**src/rtl/afe_tdm_pkg.sv**
```systemverilog
// rtl/afe_tdm_pkg.sv - shared types, defaults and helpers for the AFE TDM frame mux
package afe_tdm_pkg;

  typedef enum logic {
    IDLE = 1'b0,
    EMIT = 1'b1
  } tdm_state_e;

  localparam int DEF_N_MOD   = 8;
  localparam int DEF_DW      = 10;
  localparam int DEF_CH_W    = 6;
  localparam int DEF_OUT_DIV = 10;
  localparam int DEF_SYNC_CH = 2;

  localparam int OVR_CNT_W   = 8;

  // Counter width able to hold 0..n-1, never narrower than one bit.
  function automatic int cnt_w(input int n);
    return (n > 1) ? $clog2(n) : 1;
  endfunction

  // Test-pattern word: slot index concatenated above the channel index.
  function automatic logic [31:0] tdm_pattern(input logic [31:0] idx,
                                              input logic [31:0] ch,
                                              input int          ch_w);
    return (idx << ch_w) | ch;
  endfunction

endpackage

```
**src/rtl/afe_tdm_slot_timer.sv**
```systemverilog
// rtl/afe_tdm_slot_timer.sv - word-slot divider and slot index counter for one TDM frame
module afe_tdm_slot_timer
  import afe_tdm_pkg::*;
#(
  parameter  int OUT_DIV = DEF_OUT_DIV,
  parameter  int N_MOD   = DEF_N_MOD,
  localparam int DIV_W   = cnt_w(OUT_DIV),
  localparam int IDX_W   = cnt_w(N_MOD)
) (
  input  logic             CLK,
  input  logic             RST,
  input  logic             clear,
  input  logic             run,
  output logic [IDX_W-1:0] idx,
  output logic             strobe,
  output logic             slot_last,
  output logic             frame_last
);

  logic [DIV_W-1:0] div_q, div_d;
  logic [IDX_W-1:0] idx_q, idx_d;

  // frame_last marks the last slot of the frame; the frame ends when it coincides with slot_last.
  assign idx        = idx_q;
  assign strobe     = (div_q < DIV_W'(OUT_DIV / 2));
  assign slot_last  = (div_q == DIV_W'(OUT_DIV - 1));
  assign frame_last = (idx_q == IDX_W'(N_MOD - 1));

  // Advance the in-slot divider; step the slot index on each divider wrap.
  always_comb begin
    div_d = div_q;
    idx_d = idx_q;
    if (clear) begin
      div_d = '0;
      idx_d = '0;
    end else if (run) begin
      if (slot_last) begin
        div_d = '0;
        idx_d = frame_last ? '0 : idx_q + 1'b1;
      end else begin
        div_d = div_q + 1'b1;
      end
    end
  end

  // Counter registers.
  always_ff @(posedge CLK) begin
    if (RST) begin
      div_q <= '0;
      idx_q <= '0;
    end else begin
      div_q <= div_d;
      idx_q <= idx_d;
    end
  end

endmodule

```
**src/rtl/afe_tdm_frame_mux.sv**
```systemverilog
// rtl/afe_tdm_frame_mux.sv - A/B sample-pair capture, double buffer and TDM serialiser
// Build option AFE_TDM_TEST_PATTERN_EN: emitted words become {idx, ch} and its inverse.
module afe_tdm_frame_mux
  import afe_tdm_pkg::*;
#(
  parameter int N_MOD   = DEF_N_MOD,
  parameter int DW      = DEF_DW,
  parameter int CH_W    = DEF_CH_W,
  parameter int OUT_DIV = DEF_OUT_DIV,
  parameter int SYNC_CH = DEF_SYNC_CH
) (
  input  logic                 CLK,
  input  logic                 RST,
  input  logic                 smp_valid,
  input  logic [CH_W-1:0]      smp_ch,
  input  logic [N_MOD*DW-1:0]  smp_a,
  input  logic [N_MOD*DW-1:0]  smp_b,
  output logic [DW-1:0]        data_out_a,
  output logic [DW-1:0]        data_out_b,
  output logic                 data_out_clk,
  output logic                 sync,
  output logic                 busy,
  output logic                 overrun,
  output logic [OVR_CNT_W-1:0] overrun_cnt
);

  localparam int IDX_W = cnt_w(N_MOD);

  tdm_state_e state_q, state_d;

  logic [DW-1:0]   hold_a_q [N_MOD];
  logic [DW-1:0]   hold_b_q [N_MOD];
  logic [DW-1:0]   out_a_q  [N_MOD];
  logic [DW-1:0]   out_b_q  [N_MOD];
  logic [CH_W-1:0] hold_ch_q, out_ch_q;
  logic            pend_q;
  logic            overrun_q;
  logic [OVR_CNT_W-1:0] ovr_cnt_q;

  logic [IDX_W-1:0] idx;
  logic             strobe, slot_last, frame_last;
  logic             tmr_clear, tmr_run, xfer;

  logic [DW-1:0] a_d, b_d, a_q, b_q;
  logic          clk_d, sync_d, busy_d;
  logic          clk_q, sync_q, busy_q;

  afe_tdm_slot_timer #(
    .OUT_DIV (OUT_DIV),
    .N_MOD   (N_MOD)
  ) u_slot_timer (
    .CLK        (CLK),
    .RST        (RST),
    .clear      (tmr_clear),
    .run        (tmr_run),
    .idx        (idx),
    .strobe     (strobe),
    .slot_last  (slot_last),
    .frame_last (frame_last)
  );

  // Next state, hold->out transfer decision and next output values.
  always_comb begin
    state_d   = state_q;
    xfer      = 1'b0;
    tmr_clear = 1'b0;
    tmr_run   = 1'b0;
    a_d       = '0;
    b_d       = '0;
    clk_d     = 1'b0;
    sync_d    = 1'b0;
    busy_d    = 1'b0;
    case (state_q)
      IDLE: begin
        tmr_clear = 1'b1;
        if (pend_q) begin
          xfer    = 1'b1;
          state_d = EMIT;
        end
      end
      EMIT: begin
        tmr_run = 1'b1;
        busy_d  = 1'b1;
`ifdef AFE_TDM_TEST_PATTERN_EN
        a_d = DW'(tdm_pattern(32'(idx), 32'(out_ch_q), CH_W));
        b_d = ~a_d;
`else
        a_d = out_a_q[idx];
        b_d = out_b_q[idx];
`endif
        clk_d  = strobe;
        sync_d = (idx == '0) && (out_ch_q == CH_W'(SYNC_CH));
        // End of frame: reload back-to-back if another set is waiting.
        if (slot_last && frame_last) begin
          if (pend_q) begin
            xfer = 1'b1;
          end else begin
            state_d = IDLE;
          end
        end
      end
      default: state_d = IDLE;
    endcase
  end

  // FSM state register.
  always_ff @(posedge CLK) begin
    if (RST) begin
      state_q <= IDLE;
    end else begin
      state_q <= state_d;
    end
  end

  // Hold/out banks, pending flag and overrun bookkeeping; a new capture always wins the hold bank.
  always_ff @(posedge CLK) begin
    if (RST) begin
      for (int m = 0; m < N_MOD; m++) begin
        hold_a_q[m] <= '0;
        hold_b_q[m] <= '0;
        out_a_q[m]  <= '0;
        out_b_q[m]  <= '0;
      end
      hold_ch_q <= '0;
      out_ch_q  <= '0;
      pend_q    <= 1'b0;
      overrun_q <= 1'b0;
      ovr_cnt_q <= '0;
    end else begin
      if (xfer) begin
        for (int m = 0; m < N_MOD; m++) begin
          out_a_q[m] <= hold_a_q[m];
          out_b_q[m] <= hold_b_q[m];
        end
        out_ch_q <= hold_ch_q;
      end
      if (smp_valid) begin
        for (int m = 0; m < N_MOD; m++) begin
          hold_a_q[m] <= smp_a[m*DW +: DW];
          hold_b_q[m] <= smp_b[m*DW +: DW];
        end
        hold_ch_q <= smp_ch;
        pend_q    <= 1'b1;
        if (pend_q && !xfer) begin
          overrun_q <= 1'b1;
          if (ovr_cnt_q != '1) begin
            ovr_cnt_q <= ovr_cnt_q + 1'b1;
          end
        end
      end else if (xfer) begin
        pend_q <= 1'b0;
      end
    end
  end

  // Output registers: every pin is a flop, so nothing on smp_* reaches the outputs combinationally.
  always_ff @(posedge CLK) begin
    if (RST) begin
      a_q    <= '0;
      b_q    <= '0;
      clk_q  <= 1'b0;
      sync_q <= 1'b0;
      busy_q <= 1'b0;
    end else begin
      a_q    <= a_d;
      b_q    <= b_d;
      clk_q  <= clk_d;
      sync_q <= sync_d;
      busy_q <= busy_d;
    end
  end

  assign data_out_a   = a_q;
  assign data_out_b   = b_q;
  assign data_out_clk = clk_q;
  assign sync         = sync_q;
  assign busy         = busy_q;
  assign overrun      = overrun_q;
  assign overrun_cnt  = ovr_cnt_q;

endmodule
```
**config.mk**
```make
export PLATFORM = sky130hd
export DESIGN_NAME = afe_tdm_frame_mux
export DESIGN_NICKNAME = d
export VERILOG_FILES = /design/src/rtl/afe_tdm_pkg.sv /design/src/rtl/afe_tdm_slot_timer.sv /design/src/rtl/afe_tdm_frame_mux.sv
export SDC_FILE = /design/constraint.sdc
export NUM_CORES = 1
export LEC_CHECK = 0
export BUFFER_PORTS_ARGS = -buffer_cell sky130_fd_sc_hd__buf_2
export CORE_UTILIZATION = 39
export CTS_CLUSTER_DIAMETER = 100
export CTS_CLUSTER_SIZE = 30
export DETAILED_ROUTE_END_ITERATION = 8
export PLACE_DENSITY = 0.55
export SYNTH_ARGS = -nofsm -noshare
export SYNTH_HDL_FRONTEND = slang
export SYNTH_HIERARCHICAL = 1
export SYNTH_SLANG_ARGS = --single-unit
```
**constraint.sdc**
```tcl
create_clock -name CLK -period 5.6 [get_ports CLK]
set_input_delay 0.56 -clock CLK [delete_from_list [all_inputs] [get_ports CLK]]
set_output_delay 0.56 -clock CLK [all_outputs]
set_load 0.05 [all_outputs]
```
# Word-level counts from Yosys, hierarchy flattened
# Memories as Yosys holds them, arrays and structs flattened. A register that Yosys moved wholly into a read port is not among the register bits.
# Cells that the tools add are included.
# op_classes
n_addsub	3
n_lt_le_gt_ge	1
n_eq_ne	4
muxes	50
bitwise	33
n_reduce_logical	10
# ops
op	count
10-bit two-way mux	32
1-bit bitwise OR	32
1-bit two-way mux	14
8-bit by 1-bit adder with 8-bit output, second input constant	1
8-bit inequality test, second input constant	1
6-bit by 2-bit == test with 1-bit output, second input constant	1
4-bit by 1-bit adder with 4-bit output, second input constant	1
4-bit == test, second input constant	1
4-bit by 3-bit < comparator with 1-bit output, second input constant	1
4-bit two-way mux	1
1-bit one-hot mux with 2 select lines	2
2-bit AND reduction	2
3-bit by 1-bit adder with 3-bit output, second input constant	1
3-bit == test, second input constant	1
1-bit logical AND	3
3-bit logical NOT	1
3-bit two-way mux	1
3-bit AND reduction	1
2-bit nonzero test	1
2-bit OR reduction	1
1-bit logical NOT	1
1-bit inverter	1
# word_totals
reg_bits	33
ramBits	320
out_inout_bits	32
wordCells	116
memories	4
# memory_table
name	words	word_bits	rd	rd_clocked_by_memory_dff	wr	line	rtl
hold_a_q	8	10	8	0	8	afe_tdm_frame_mux.sv:31	logic [DW-1:0] hold_a_q [N_MOD];
hold_b_q	8	10	8	0	8	afe_tdm_frame_mux.sv:32	logic [DW-1:0] hold_b_q [N_MOD];
out_a_q	8	10	1	1	8	afe_tdm_frame_mux.sv:33	logic [DW-1:0] out_a_q [N_MOD];
out_b_q	8	10	1	1	8	afe_tdm_frame_mux.sv:34	logic [DW-1:0] out_b_q [N_MOD];

# Longest topological paths before layout
# Gate-level depths: netlist of the first run.
# depth
depth_word	8
depth_mapped	8

# By module
# The synthesis of the first run kept the hierarchy.
# modules_own_cells
module	n_inst	cells_each	area_per_inst_um2	seq_area_each_um2
afe_tdm_frame_mux	1	876	14403.8	10530.1
afe_tdm_slot_timer	1	41	372.9	140.1

# Worst setup path after synthesis of the first run
# OpenSTA, ideal clock, no wires.
# synth_path
kind	flip-flop to flip-flop
start	register u_slot_timer.div_q[2]
end	memory out_a_q[0][0] (netlist name), enable pin
setup_ns	0.512
t_arrival_ns	4.346
t_required_ns	5.088
setup_slack_ns	0.742
stages_incl_launch_ff	6
path_cell_list	dfxtp_1 > nand2b_1 > nor3b_1 > a21bo_2 > a21oi_1 > inv_1
# synth_rtl
item	line	rtl
start: declaration	afe_tdm_slot_timer.sv:20	logic [DIV_W-1:0] div_q, div_d;
start signal: assignment	afe_tdm_slot_timer.sv:52	div_q <= div_d;
end: declaration	afe_tdm_frame_mux.sv:33	

==> results of run 1 <==
power groups by stage:
stage	clock network (mW)	registers, mW	logic, mW
2_1_floorplan	0	3.34	0.169
3_3_place_gp	0	3.33	0.309
3_5_place_dp	0	3.34	0.313
4_1_cts	1.49	3.27	0.314
5_1_grt	1.56	3.29	0.333
6_report	1.43	3.27	0.301
stage by stage:
step                util [%]  power [mW]  instances  hold slack, ns
floorplan                  -        3.51        917           0.441
global route            45.3        5.18       1604           0.270
CTS                     45.3        5.08       1604           0.271
detailed placement      44.0        3.65       1576           0.460
finish                  45.3        5.00       1605           0.287
global placement        44.0        3.64       1576           0.452
cell usage in the layout (no fill, tap or decap), drive strengths merged, types with 2 or more instances in the layout:
cell and count:
nor3 6, o21ai 3, nor2 22, a21boi 2, a31oi 3, buf 208, clkbuf 27, nand2 9
nand4b 3, and2 242, o21bai 2, nor2b 83, nor4 2, xor2 2, edfxtp 320, nand3 2
and3 3, mux2i 7, ha 3, mux4 40, and4b 3, inv 5, o311ai 3, a22o 26
dfxtp 53, a21oi 7
registers in the layout (all words and copies together) (netlist names):
register / flops
hold_a_q: 80
data_out_a: 10
out_ch_q: 6
pend_q: 1
out_a_q: 80
data_out_b: 10
overrun_cnt: 8
sync: 1
u_slot_timer/idx: 3
out_b_q: 80
u_slot_timer/div_q: 4
hold_b_q: 80
overrun: 1
state_q: 1
hold_ch_q: 6
busy: 1
data_out_clk: 1
area by class of cell:
class	instances	area, um^2	share of cell area, %
sequential	373	10700	63.8
clock buffer	27	473	2.83
clock inverter	1	16.3	0.0972
multi-input combinational	487	3830	22.9
tap	504	631	3.77
timing repair buffer	208	1090	6.50
antenna	1	2.50	0.0149
inverter	4	20.0	0.120
cells by family after synthesis:
family,synth area share [%]
simple gates,15.8
flops,72.2
buf+inv,1.96
compound gates,2.78
mux,6.80
xor+xnor,0.178
fa+ha+maj,0.254
path summary, 6_finish.rpt:
check | from | to | slack, ns | cells past startpoint
max | u_slot_timer/div_q[2] | out_a_q[3][1] | 2.64 | 6
max reg2reg | u_slot_timer/div_q[2] | out_a_q[3][1] | 2.64 | 6
min | smp_ch[0] | hold_ch_q[0] | 0.29 | 3
min reg2reg | hold_ch_q[5] | out_ch_q[5] | 0.49 | 1
critical path, delay by kind of cell (launching register included):
| kind | cells | cell delay (ns) |
|---|---|---|
| AND/OR/NAND/NOR | 2 | 0.62 |
| AO/OA/AOI/OAI | 2 | 0.52 |
| flip-flops | 1 | 0.38 |
| buffers and inverters | 2 | 1.01 |
routing by layer:
metal | track usage [%] | vias up
li1 | - | 3656
met1 | 19.2 | 3763
met2 | 26.3 | 176
met3 | 1.87 | 29
met4 | 3.19 | 2
met5 | 0 | -
==> impl_metrics.ini, run 1 <==
[pwr]
sequentialPowerShare_pct = 65.4
intPower_mw = 3.95
leakage_nw = 6.44
p_comb_share_pct = 6.0
p_sw_share_pct = 21.0
p_clk_share_pct = 28.5
max-vdd-ir-drop_mv = 0.185
switchingPower_mw = 1.05
powerDensity_nw_per_um2 = 299

[routing]
top_layer_used = met5
route.met2.wl_mm = 14.6
routedWlPerCell_um = 18.1
dr.pass1.iters = 4
vias_per_cell = 4.75
wl_met3_mm = 1.18
vias = 7626
drt_iter0_markers = 324
ant_nets = 0
wl_mm = 29.0
drc = 0
wl_met1_mm = 12.6

[cells_and_area]
finalNetCount = 1262
area_delta_synth_final_pct = 13.3
drive_gt1_share_pct = 24.5
fin_area_um2 = 16700
fillers = 3378

[synth]
synth_edf_count = 320
ys.flop_type = edfxtp_1
synth_fp_nets = 1089
synth_commonest_cells = 320 x edfxtp_1, 242 x and2_1, 83 x nor2b_1, 53 x dfxtp_1, 31 x mux4_2
ys_types = 48
synth_top_area_cell = edfxtp_1
synth_top_cells_by_area = edfxtp_1 65%, and2_1 10%, dfxtp_1 7.2%
synth_seq_area_share_pct = 72.2
yosysTopAreaCellShare_pct = 65.0
avgSynthCellArea_um2 = 16.1
synth_area_um2 = 14800
ys_warn_count = 6
synthCells = 917
yosysMostFrequentCell = edfxtp_1
synthArstFlopShare_pct = 0
synth.ff_latch_count = 373

[setup_path]
path_cells = nand2b_1, nor3b_1, a21bo_2, a21oi_1, inv_6, buf_12
crit_slowest_cell = inv_6
crit_type = register to register
crit_required_ns = 5.78
start_kind = register
critPathMaxFanout = 83
cp-end-kind = register
max_stage_delay_ns = 0.55
crit_arrival_ns = 3.14

[min_path]
hold_class = primary input to register

[global_route]
grt_pass1_wl_mm = 43.1
grtUsageTotal_pct = 14.7
overflow = 0
antenna_found_initial = 1
grt_pass1_vias = 7516
grt_max_degree = 127

[cts]
cts_setup_buffers = 0
cts_resized = 0
cts-hold-fix-buffers = 0
clkTransAtPathRegs_ns = 0.12
clk_path_buf_depth = 3
cts_sinks = 373
clk_latency_ns = 0.52
cts_buffers = 16
cts-root-buf = clkbuf_16
cts_tree = built
htreeDepth = 1

[sta]
worstMarginPinSlew_ns = 1.10
fin_ws_ns = 2.64
post-route-period-util_pct = 52.9
tns_ns = 0
period_minus_slack_ns = 2.96
setup_viol = 0
relSlewSlack_pct = 26.6
rsz0062_at_grt = no
fmax_mhz = 338
fin_skew_ns = 0.0201
final_max_slew_viol_count = 0
hold_viol_final = 0

[placed_design]
preCtsSetupSlack_ns = 2.60
post-dp-hpwl_mm = 18.0
dpl_cell_area_um2 = 16200
io_buffers = 200
routabilityCongestion = 0.738

[floorplanning]
die_area_um2 = 38700
ios = 201
rows = 70
start_util_pct = 40.0
coreArea_um2 = 37000
die_h_um = 197
die_w_um = 197

[flow_run]
cap_viol_max_count = 0

[outcome]
status = completed
Power figures use the tool's default switching activity.
==> run 2, diff against run 1 <==
--- a/config.mk
+++ b/config.mk
@@ -10,7 +10,7 @@
 export CTS_CLUSTER_DIAMETER = 100
 export CTS_CLUSTER_SIZE = 30
 export DETAILED_ROUTE_END_ITERATION = 8
-export PLACE_DENSITY = 0.55
+export PLACE_DENSITY = 0.57
 export SYNTH_ARGS = -nofsm -noshare
 export SYNTH_HDL_FRONTEND = slang
 export SYNTH_HIERARCHICAL = 1
==> constraint.sdc (replaced) <==
create_clock -name CLK -period 2.6 [get_ports CLK]
set_input_delay 0.26 -clock CLK [delete_from_list [all_inputs] [get_ports CLK]]
set_output_delay 0.26 -clock CLK [all_outputs]
set_load 0.05 [all_outputs]
==> run 2 against run 1 <==
- maximum frequency rose by 24%
- highest routed layer unchanged
- utilization rose by 1.9 points
- die area did not move
- combinational power rose by 150%
==> impl_metrics.ini, run 2 (synthesis gave the netlist of run 1 again) <==
[outcome]
status = completed

[floorplanning]
die_h_um = 197
start_util_pct = 40.0
die_area_um2 = 38700
rows = 70
coreArea_um2 = 37000
ios = 201
die_w_um = 197

[pwr]
leakage_nw = 6.72
max-vdd-ir-drop_mv = 0.338
powerDensity_nw_per_um2 = 621
total_power_mw = 10.8

[sta]
post-route-period-util_pct = 91.6
worstMarginPinSlew_ns = 0.931
rsz0062_at_grt = no
fin_ws_ns = 0.218
fmax_mhz = 420
period_minus_slack_ns = 2.38
relSlewSlack_pct = 37.9
hold_viol_final = 0
final_max_slew_viol_count = 0
fin_skew_ns = 0.0137
setup_viol = 0

[cells_and_area]
multi_input_area_um2 = 3870
seqCellArea_um2 = 10700
final_cell_mix = 320 x edfxtp_1, 242 x and2_1, 199 x buf_2, 82 x nor2b_1, 52 x dlygate4sd3_1
finalNetCount = 1323
area_delta_synth_final_pct = 18.1
fin_area_um2 = 17400
fillers = 3314
drive_gt1_share_pct = 24.3
layout_commonest_cell = edfxtp_1

[setup_path]
critical_path.top_delay_family = simple AND/OR/NAND/NOR gates
critPathMaxFanout = 52
start_kind = register
crit_type = register to register
rrSetupSlack_ns = 0.22
reg2reg_depth = 6
crit_arrival_ns = 2.57
crit_slowest_cell = nor3b_1
r2r-start = u_slot_timer/div_q[2]
max_stage_delay_ns = 0.46
crit_required_ns = 2.79
path_cells = nand2b_1, nor3b_1, a21bo_4, a21oi_4, clkinvlp_4, buf_12
path_buf_inv = 2
cp-end-kind = register
worstReg2RegEnd = out_a_q[7][2]

[routing]
routedWlPerCell_um = 17.8
dr.pass1.iters = 5
wl_mm = 29.6
vias = 7900
drc = 0
drt_iter0_markers = 429
vias_per_cell = 4.74
ant_nets = 0

[cts]
cts_sinks = 373
clkTransAtPathRegs_ns = 0.11
htreeDepth = 1
cts_buffers = 16
cts-root-buf = clkbuf_16
cts_setup_buffers = 0
cts_tree = built
clk_latency_ns = 0.52
clk_path_buf_depth = 3

[min_path]
hold_end = hold_b_q[0][3]
hold_class = primary input to register
holdPathStages = 2
holdCritStartpoint = smp_b[3]

[placed_design]
io_buffers = 200
post-dp-hpwl_mm = 18.6
dpl_cell_area_um2 = 16400
preCtsSetupSlack_ns = 0.244
routabilityCongestion = 0.749

[global_route]
grt_pass1_vias = 7862
grt_pass1_wl_mm = 44.6
overflow = 0
antenna_found_initial = 4
grt_max_degree = 127
grtUsageTotal_pct = 15.2

[flow_run]
cap_viol_max_count = 0
[run 2: cell count changes in the layout (fill, tap and decap cells not counted), sizes merged]
cell         previous run  this run
dlygate4sd3             0        52
clkbuf                 27        26
diode                   1         3
buf                   208       217
clkinvlp                0         1
[run 2: area by class of cell]
type                       instances  area share, %
antenna                            3         0.0430
clock buffer                      26           2.69
clock inverter                     2          0.100
inverter                           4          0.108
multi-input combinational        487           22.2
sequential                       373           61.2
tap                              504           3.61
timing repair buffer             269           10.0
[run 2: per-stage QoR]
step | util [%] | setup TNS (ns) | hold WS (ns) | cells
2_1_floorplan | - | -208.40 | 0.337 | 917
3_3_place_gp | 44.5 | 0 | 0.452 | 1585
3_5_place_dp | 44.5 | 0 | 0.457 | 1585
4_1_cts | 47.2 | 0 | 0.0000321 | 1665
5_1_grt | 47.2 | 0 | 0.000618 | 1667
6_report | 47.2 | 0 | 0.0234 | 1668
[run 2: layer usage]
layer / track usage, % / vias up / share of wire [%]
met1: 20.1 / 3902 / 44
li1: - / 3782 / -
met5: 0 / - / 0.054
met3: 2.48 / 31 / 4.6
met2: 25.9 / 183 / 49
met4: 4.02 / 2 / 2.2
[run 2: worst max path at each step]
stage | from | end | slack (ns) | cells past startpoint
after CTS | u_slot_timer/div_q[2] | out_a_q[0][4] | 0.21 | 6
final | u_slot_timer/div_q[2] | out_a_q[7][2] | 0.22 | 6
after detailed placement | u_slot_timer/div_q[2] | out_a_q[1][4] | 0.24 | 6
after global placement | u_slot_timer/div_q[2] | out_a_q[0][4] | 0.28 | 6
after floorplan | u_slot_timer/idx[0] | out_a_q[0][0] | -1.30 | 5
after global routing | u_slot_timer/div_q[2] | out_a_q[4][6] | 0.03 | 6
[run 2: report_power, final]
group | switching, mW | internal (mW)
Sequential | 0.0991 | 6.93
Combinational | 0.388 | 0.353
Clock | 1.78 | 1.28
[run 2: repair_timing]
action,CTS,global route
resized for setup,0,0
hold endpoints to repair,52,0
hold buffers,52,0
endpoints found under the setup margin,0,0
==> run 3, diff against run 2 <==
--- a/config.mk
+++ b/config.mk
@@ -5,6 +5,7 @@
 export SDC_FILE = /design/constraint.sdc
 export NUM_CORES = 1
 export LEC_CHECK = 0
+export ABC_AREA = 1
 export BUFFER_PORTS_ARGS = -buffer_cell sky130_fd_sc_hd__buf_2
 export CORE_UTILIZATION = 39
 export CTS_CLUSTER_DIAMETER = 100
==> run 3 against run 2 <==
- synthesized cell count is 72% higher
- sequential power up 0.6%
- cell count is 37% higher
- clock-buffer cell count is the same
- largest cell class unchanged
- maximum frequency up 6.3%
- critical path type unchanged
- register-to-register slack better by 0.14 ns
==> impl_metrics.ini, run 3 <==
[cts]
cts_setup_buffers = 0
cts_sinks = 373
cts_tree = built
htreeDepth = 1
cts-root-buf = clkbuf_16
clkTransAtPathRegs_ns = 0.12
clk_path_buf_depth = 3
clk_latency_ns = 0.52
cts_buffers = 16
cts_resized = 0
cts-hold-fix-buffers = 7

[synth]
ys_types = 29
synth_top_area_cell = edfxtp_1
synth_edf_count = 320
yosysMostFrequentCell = nor2_1
synth_fp_nets = 1751
yosysTopAreaCellShare_pct = 61.3
synth.ff_latch_count = 373
avgSynthCellArea_um2 = 9.93
ys_warn_count = 6
synth_area_um2 = 15700
synth_top_cells_by_area = edfxtp_1 61%, nor2_1 12%, inv_1 8.6%
synthArstFlopShare_pct = 0
synthCells = 1579
synth_seq_area_share_pct = 68.1
synth_commonest_cells = 511 x nor2_1, 359 x inv_1, 320 x edfxtp_1, 91 x o21ai_0, 64 x nand2_1
ys.flop_type = edfxtp_1

[setup_path]
critPathMaxFanout = 73
r2r-start = u_slot_timer/div_q[2]
cp-end-kind = register
crit_arrival_ns = 2.42
worstReg2RegEnd = out_b_q[6][6]
rrSetupSlack_ns = 0.36
crit_type = register to register
start_kind = register
reg2reg_depth = 8
crit_required_ns = 2.78

[cells_and_area]
layout_commonest_cell = nor2_1
area_delta_synth_final_pct = 13.4
layout.cells.non_filler = 2289
diodes = 0
finalNetCount = 1926
fillers = 3918
drive_gt1_share_pct = 15.4
final_cell_mix = 511 x nor2_1, 359 x inv_1, 320 x edfxtp_1, 200 x buf_2, 91 x o21ai_0

[global_route]
grt_max_degree = 88
antenna_found_initial = 0
grt_pass1_vias = 10218
grt_pass1_wl_mm = 52.3
grtUsageTotal_pct = 16.1
overflow = 0

[floorplanning]
start_util_pct = 39.5
die_h_um = 202
ios = 201
die_area_um2 = 41000
coreArea_um2 = 39600
die_w_um = 202
rows = 73

[routing]
dr.pass1.iters = 6
drt_iter0_markers = 644
ant_nets = 0
routedWlPerCell_um = 14.5
drc = 0
vias = 10350
wl_mm = 33.3
vias_per_cell = 4.52

[sta]
hold_viol_final = 0
relSlewSlack_pct = 38.4
worstMarginPinSlew_ns = 0.925
final_max_slew_viol_count = 0
tns_ns = 0
post-route-period-util_pct = 86.2
period_minus_slack_ns = 2.24
fin_skew_ns = 0.0228
setup_viol = 0
rsz0062_at_grt = no
fmax_mhz = 446

[pwr]
intPower_mw = 8.48
sequentialPowerShare_pct = 64.6
leakage_nw = 7.94
powerDensity_nw_per_um2 = 616
switchingPower_mw = 2.47
p_clk_share_pct = 27.9
p_sw_share_pct = 22.5
p_comb_share_pct = 7.5
max-vdd-ir-drop_mv = 0.461

[min_path]
hold_end = hold_a_q[1][22]
holdCritStartpoint = smp_a[62]
hold_class = primary input to register
holdPathStages = 3

[flow_run]
cap_viol_max_count = 0

[placed_design]
post-dp-hpwl_mm = 22.4
io_buffers = 200
placedCellCount = 2254
routabilityCongestion = 0.786

[outcome]
status = completed
-- run 3: changes by cell type after synthesis, moves of 56 or more --
cell,delta
o21ai_0,+88
and2_1,-242
nand2_1,+56
nor2b_1,-83
inv_1,+355
nor2_1,+490
-- run 3: worst max path at each step --
stage,from,endpoint,cells past startpoint
after floorplan,u_slot_timer/idx[0],out_a_q[0][0],6
after global routing,u_slot_timer/div_q[2],out_b_q[4][9],8
final,u_slot_timer/div_q[2],out_b_q[6][6],8
after global placement,u_slot_timer/div_q[2],out_b_q[4][1],8
after CTS,u_slot_timer/div_q[2],out_b_q[6][2],8
after detailed placement,u_slot_timer/div_q[2],out_b_q[6][2],8
-- run 3: per-stage QoR --
step                      setup WS, ns  hold WS (ns)  total power, mW  cell area (um^2)  util (%)
after floorplan                  0.129         0.399             7.68             15700         -
after global routing             0.173       0.00686             11.4             17800      44.8
final                            0.360        0.0247             10.9             17800      44.8
after detailed placement         0.364         0.453             8.06             17200      43.5
after global placement           0.416         0.448             8.04             17200      43.5
after CTS                        0.348       0.00232             11.1             17800      44.8
-- run 3: cell families after synthesis --
family / share of synthesized area, %
buf+inv: 11.2
xor+xnor: 0.0559
fa+ha+maj: 0.240
simple gates: 16.2
compound gates: 4.18
flops: 68.1
-- run 3: layout make-up --
type / count / area, um^2 / share of cell area (%)
flip-flops and latches: 373 / 10700 / 60.1
clock buffers: 26 / 459 / 2.58
multi-input cells: 773 / 3300 / 18.5
repair buffers: 228 / 1300 / 7.33
inverters: 362 / 1360 / 7.67
clock inverters: 2 / 20.0 / 0.113
well taps: 525 / 657 / 3.70
-- run 3: power by group through the flow --
stage / Clock, mW / Sequential (mW) / Combinational (mW)
finish: 3.05 / 7.07 / 0.825
global route: 3.34 / 7.12 / 0.944
global placement: 0 / 7.21 / 0.832
detailed placement: 0 / 7.22 / 0.839
floorplan: 0 / 7.21 / 0.465
CTS: 3.15 / 7.08 / 0.851
-- run 3: layer usage --
layer / global-route usage [%] / share of wire [%] / up-vias
met5: 0 / 0 / -
met4: 3.33 / 1.7 / 0
met3: 1.83 / 4.5 / 33
met2: 29.0 / 50 / 222
met1: 21.0 / 44 / 4899
li1: - / - / 5196
-- run 3: critical path, stage by stage, from the launching register on --
cell and delay, ns:
dfxtp_1 0.34, inv_2 0.09, nand2_1 0.09, nor2_2 0.18, nand2_1 0.11, nand2_1 0.15
nand2_1 0.18, nand2_8 0.29, buf_12 0.36
